<file path="src/rtl/ht_cmd_mux.sv">
// Multi-channel front end for the hash table: round-robin command arbitration with a
// registered issue stage, plus an order FIFO that steers in-order results back to their issuers.
module ht_cmd_mux #(
    parameter int unsigned CHANNELS     = 4,
    parameter int unsigned KEY_WIDTH    = 32,
    parameter int unsigned VALUE_WIDTH  = 16,
    parameter int unsigned OPCODE_WIDTH = 2,
    parameter int unsigned RES_WIDTH    = 64,
    parameter int unsigned MAX_INFLIGHT = 16,
    parameter int unsigned CMD_WIDTH    = OPCODE_WIDTH + KEY_WIDTH + VALUE_WIDTH
) (
    input  logic                          clk_i,
    input  logic                          rst_n_i,
    input  logic [CHANNELS*CMD_WIDTH-1:0] cmd_i,
    input  logic [CHANNELS-1:0]           cmd_valid_i,
    output logic [CHANNELS-1:0]           cmd_ready_o,
    output logic [CMD_WIDTH-1:0]          ht_cmd_o,
    output logic                          ht_cmd_valid_o,
    input  logic                          ht_cmd_ready_i,
    input  logic [RES_WIDTH-1:0]          ht_res_i,
    input  logic                          ht_res_valid_i,
    output logic                          ht_res_ready_o,
    output logic [RES_WIDTH-1:0]          res_o,
    output logic [CHANNELS-1:0]           res_valid_o,
    input  logic [CHANNELS-1:0]           res_ready_i,
    output logic [$clog2(MAX_INFLIGHT):0] inflight_o,
    output logic                          err_orphan_res_o
);

    localparam int unsigned CH_W  = $clog2(CHANNELS);
    localparam int unsigned PTR_W = $clog2(MAX_INFLIGHT);
    localparam int unsigned CNT_W = PTR_W + 1;

    logic [CH_W-1:0]      fifo_q [MAX_INFLIGHT];
    logic [PTR_W-1:0]     wr_ptr_q, wr_ptr_d;
    logic [PTR_W-1:0]     rd_ptr_q, rd_ptr_d;
    logic [CNT_W-1:0]     inflight_q, inflight_d;
    logic [CH_W-1:0]      rr_q, rr_d;
    logic [CMD_WIDTH-1:0] ht_cmd_q, ht_cmd_d;
    logic                 ht_cmd_valid_q, ht_cmd_valid_d;
    logic                 err_q, err_d;
    logic                 started_q;

    logic                 fifo_empty;
    logic [CH_W-1:0]      head;
    logic                 slot_free;
    logic                 issue_ok;
    logic                 push;
    logic                 pop;
    logic                 grant_found;
    logic [CH_W-1:0]      grant_idx;
    int unsigned          cand;

    assign ht_cmd_o         = ht_cmd_q;
    assign ht_cmd_valid_o   = ht_cmd_valid_q;
    assign inflight_o       = inflight_q;
    assign err_orphan_res_o = err_q;

    // Result steering: in-order results go to the channel at the FIFO head.
    always_comb begin
        res_o          = ht_res_i;
        fifo_empty     = (inflight_q == '0);
        head           = fifo_q[rd_ptr_q];
        res_valid_o    = '0;
        ht_res_ready_o = 1'b1;
        pop            = 1'b0;
        if (!fifo_empty) begin
            res_valid_o[head] = ht_res_valid_i;
            ht_res_ready_o    = res_ready_i[head];
            pop               = ht_res_valid_i && res_ready_i[head];
        end
    end

    // Round-robin search starting at rr_q; a same-cycle pop frees a slot at the limit.
    always_comb begin
        grant_found = 1'b0;
        grant_idx   = '0;
        cand        = 0;
        for (int unsigned i = 0; i < CHANNELS; i++) begin
            cand = (32'(rr_q) + i) % CHANNELS;
            if (!grant_found && cmd_valid_i[CH_W'(cand)]) begin
                grant_found = 1'b1;
                grant_idx   = CH_W'(cand);
            end
        end
        slot_free   = !ht_cmd_valid_q || ht_cmd_ready_i;
        issue_ok    = started_q && slot_free &&
                      ((inflight_q - CNT_W'(pop)) < CNT_W'(MAX_INFLIGHT));
        push        = issue_ok && grant_found;
        cmd_ready_o = '0;
        if (push) begin
            cmd_ready_o[grant_idx] = 1'b1;
        end
    end

    always_comb begin
        ht_cmd_d       = ht_cmd_q;
        ht_cmd_valid_d = ht_cmd_valid_q;
        wr_ptr_d       = wr_ptr_q;
        rd_ptr_d       = rd_ptr_q;
        rr_d           = rr_q;
        inflight_d     = inflight_q;
        err_d          = err_q | (ht_res_valid_i && fifo_empty);
        if (push) begin
            ht_cmd_d       = cmd_i[32'(grant_idx)*CMD_WIDTH +: CMD_WIDTH];
            ht_cmd_valid_d = 1'b1;
            wr_ptr_d       = wr_ptr_q + PTR_W'(1);
            rr_d           = (grant_idx == CH_W'(CHANNELS - 1)) ? '0 : grant_idx + CH_W'(1);
        end else if (slot_free) begin
            ht_cmd_valid_d = 1'b0;
        end
        if (pop) begin
            rd_ptr_d = rd_ptr_q + PTR_W'(1);
        end
        case ({push, pop})
            2'b10:   inflight_d = inflight_q + CNT_W'(1);
            2'b01:   inflight_d = inflight_q - CNT_W'(1);
            default: inflight_d = inflight_q;
        endcase
    end

    always_ff @(posedge clk_i or negedge rst_n_i) begin
        if (!rst_n_i) begin
            ht_cmd_q       <= '0;
            ht_cmd_valid_q <= 1'b0;
            wr_ptr_q       <= '0;
            rd_ptr_q       <= '0;
            inflight_q     <= '0;
            rr_q           <= '0;
            err_q          <= 1'b0;
            started_q      <= 1'b0;
        end else begin
            ht_cmd_q       <= ht_cmd_d;
            ht_cmd_valid_q <= ht_cmd_valid_d;
            wr_ptr_q       <= wr_ptr_d;
            rd_ptr_q       <= rd_ptr_d;
            inflight_q     <= inflight_d;
            rr_q           <= rr_d;
            err_q          <= err_d;
            started_q      <= 1'b1;
        end
    end

    // Order FIFO storage; validity is tracked by the reset pointers and counter.
    always_ff @(posedge clk_i) begin
        if (push) begin
            fifo_q[wr_ptr_q] <= grant_idx;
        end
    end

endmodule

</file>
<file path="config.mk">
export PLATFORM = sky130hd
export DESIGN_NAME = ht_cmd_mux
export DESIGN_NICKNAME = d
export VERILOG_FILES = /design/src/rtl/ht_cmd_mux.sv
export SDC_FILE = /design/constraint.sdc
export NUM_CORES = 1
export LEC_CHECK = 0
export BUFFER_PORTS_ARGS = -buffer_cell sky130_fd_sc_hd__buf_2
export CORE_AREA = 2 2 156 158
export DETAILED_ROUTE_END_ITERATION = 10
export DIE_AREA = 0 0 158 160
export SYNTH_ARGS = -nofsm -noshare
export SYNTH_HDL_FRONTEND = slang
export SYNTH_SLANG_ARGS = --single-unit
</file>
<file path="constraint.sdc">
create_clock -name clk_i -period 5.3 [get_ports clk_i]
set_clock_uncertainty 0.1 [all_clocks]
set_input_delay 1.06 -clock clk_i [delete_from_list [all_inputs] [get_ports clk_i]]
set_output_delay 1.06 -clock clk_i [all_outputs]
set_load 0.1 [all_outputs]
</file>
==> flow_summary.toml <==
[flow_run]
drv_cap = 0

[clock_tree]
clk_path_buf_depth = 2
numCtsBuffers = 9
tritoncts = "yes"
post-cts-setup-buffer-count = 0
ctsResizeCount = 0
clockRootBuffer = "clkbuf_16"
path_clk_slew_ps = 70
clk_latency_ps = 350
clock_sinks = 100
htreeDepth = 3
holdBufCountCts = 0

[yosys]
syn_area_sq_um = 6880
synth_nets = 842
ys_types = 57
seq_area_frac_synth_pct = 38.7
synth-seq-cells = 100
yosysWarnings = 0
synthesis.instances = 554
synth_area_per_cell_sq_um = 12.4
synth-edff-count = 32
ys_async_sr_fraction_pct = 68.0
synth_flop_cell = "dfrtp_1"

[placed_design]
place_ws_ps = 997
gp_congestion = 0.740
dpl.cell_count = 1062
dpl_cell_area_sq_um = 8020
port_buffers = 277
dp_hpwl_um = 13100

[die]
die_height_um = 160
core_sq_um = 23800
pin_count = 406
dieArea_sq_um = 25300
fp-row-count = 57
die_x_um = 158
initial_core_util_pct = 28.9

[timing]
fin_crit_ps = 4560
slew_violations = 0
worst_slew_pin_slew_ps = 936
fin_crit_sh_pct = 86.0
rsz0062_at_grt = "false"
hold_viol = 0
max_slew_margin_pct = 37.6
tns_ps = 0
clock.fmax_mhz = 219
setup_viol_count_final = 0
setup_ws_ps = 744

[cells_and_area]
layout.cells.non_filler = 1078
syn_to_final_growth_pct = 20.5
regArea_sq_um = 2660
drive_above_1_share_pct = 48.9
n_fill_cell = 2441
antenna_cells = 0
multi_input_area_sq_um = 3470
fin_area_sq_um = 8300
final_nets = 1037

[pwr]
pwr-share-seq_pct = 22.4
max-vdd-ir-drop_mv = 0.397
intPower_uw = 2700
p_leak_uw = 0.00411
p_per_area_nw_per_um2 = 744
p_sw_uw = 3470
swShare_pct = 56.3
clkPwrFrac_pct = 10.3
combPwrFrac_pct = 67.4

[worst_setup_path]
required_ps = 4140
cp_cell_sequence = "mux2_2 -> a2bb2oi_1 -> a311o_1 -> and4_1 -> o32ai_4 -> nor2_8 -> nor2b_1 -> buf_2"
slowest_delay_ps = 820
crit_arrival_ps = 3400
cp_slowest_cell = "dfrtp_1"
startpoint_type = "register"
crit_fanout = 15
setup.worst_path.class = "register to output port"
end_kind = "output port"

[global_route]
antenna_found_initial = 0
grt_start_max_net_pins = 117
grt_pass1_wl_um = 26300
track_usage_pct = 13.6
gr-total-overflow = 0
grt_pass1_vias = 4896

[drt]
firstDrtPassIters = 4
remaining_drc_errors = 0
routed_wl_um = 17100
postRouteAntennaNets = 0
avgViaCountPerCell = 4.35
wl_per_cell_um = 15.8
drt_iter0_markers = 154
num_vias = 4685

[run_status]
outcome = "finished, final reports clean"

[hold_path]
min_path_type = "register to register"
layer usage:
layer  vias to the layer above  track usage, %  routed length, um
met5                         -               0                  0
met2                       163            23.7               8650
met1                      2150            15.5               6620
met3                        45            2.66               1010
met4                         0            7.33                781
li1                       2327               -                  -
critical path: cells and delay by family (launching register included):
kind                   cells  cell delay (ps)
buffers and inverters      1              470
AND/OR/NAND/NOR            3              550
AO/OA/AOI/OAI              3              780
flip-flops                 1              820
multiplexers               1              420
sequential cells by signal, summed over array words and instances (netlist names):
signal            flops
rr_q                  2
wr_ptr_q              4
inflight_o            5
ht_cmd_o             50
fifo_q               32
started_q             1
err_orphan_res_o      1
rd_ptr_q              4
ht_cmd_valid_o        1
layout make-up:
class                      count  area share [%]
clock buffer                  12            3.09
tap                          324            4.89
timing repair buffer         282            17.3
inverter                      10           0.452
sequential                   100            32.1
multi-input combinational    346            41.8
clock inverter                 4           0.287
Yosys cell counts (5+ instances only):
| master | number | area, sq um |
|---|---|---|
| mux2i_1 | 159 | 1590 |
| dfrtp_1 | 68 | 1700 |
| buf_4 | 64 | 480 |
| mux2_4 | 50 | 751 |
| edfxtp_1 | 32 | 961 |
| ha_1 | 12 | 150 |
| nor2_1 | 12 | 45.0 |
| buf_1 | 11 | 41.3 |
| nand2_1 | 11 | 41.3 |
| clkbuf_1 | 10 | 37.5 |
| inv_1 | 9 | 33.8 |
| nor3b_1 | 9 | 67.6 |
| xor2_1 | 8 | 70.1 |
| nand3_1 | 7 | 35.0 |
| a21oi_1 | 6 | 30.0 |
| buf_12 | 6 | 120 |
| mux2_2 | 6 | 67.6 |
| nand2b_1 | 6 | 37.5 |
| nor2b_1 | 5 | 31.3 |
path summary, 6_finish.rpt:
path / endpoint / from / depth (start not counted) / slack, ps
min reg2reg: err_orphan_res_o / err_orphan_res_o / 1 / 390
max reg2reg: inflight_o[4] / rd_ptr_q[0] / 14 / 1120
min: err_orphan_res_o / err_orphan_res_o / 1 / 390
max: cmd_ready_o[3] / rd_ptr_q[0] / 8 / 740
min in group asynchronous: rd_ptr_q[3] / rst_n_i / 1 / 690
max in group asynchronous: ht_cmd_o[16] / rst_n_i / 1 / 3740
per-stage QoR:
step           util, %  hold WS [ps]  power (uW)
3_5_place_dp      33.6           375        5590
6_report          34.8           391        6170
5_1_grt           34.8           409        6510
3_3_place_gp      33.6           357        5570
2_1_floorplan        -           409        5150
4_1_cts           34.8           396        6250
placed cells by master (no fill, tap or decap), drive strengths merged, types with 2 or more instances in the layout:
master,n
a2bb2oi,2
edfxtp,32
nor2,13
o21ai,4
nand4,3
mux2,56
nand2,11
a21oi,6
nor2b,5
a21o,2
nor3,4
a21boi,2
and3,3
and2,2
clkbuf,12
nand3,7
nor4b,3
mux2i,160
dfrtp,68
nand2b,6
xnor2,4
mux4,4
clkinvlp,2
clkinv,2
ha,12
inv,10
buf,282
xor2,8
nor3b,9
a31o,2
power groups by stage:
stage / Combinational [uW] / Clock, uW / Sequential [uW]
CTS: 4200 / 663 / 1390
floorplan: 2260 / 0 / 2890
global placement: 4180 / 0 / 1390
detailed placement: 4210 / 0 / 1390
finish: 4160 / 634 / 1380
global route: 4380 / 699 / 1430
logic make-up after synthesis:
logic type	after synthesis	synth area share, %
AO/OA/AOI/OAI	29	3.49
XOR/XNOR	12	1.53
adder cells (fa/ha/maj)	12	2.18
buffers and inverters	108	11.1
flip-flops	100	38.7
multiplexers	220	36.6
other	1	0.0545
AND/OR/NAND/NOR	72	6.36
Power figures use the tool's default switching activity.
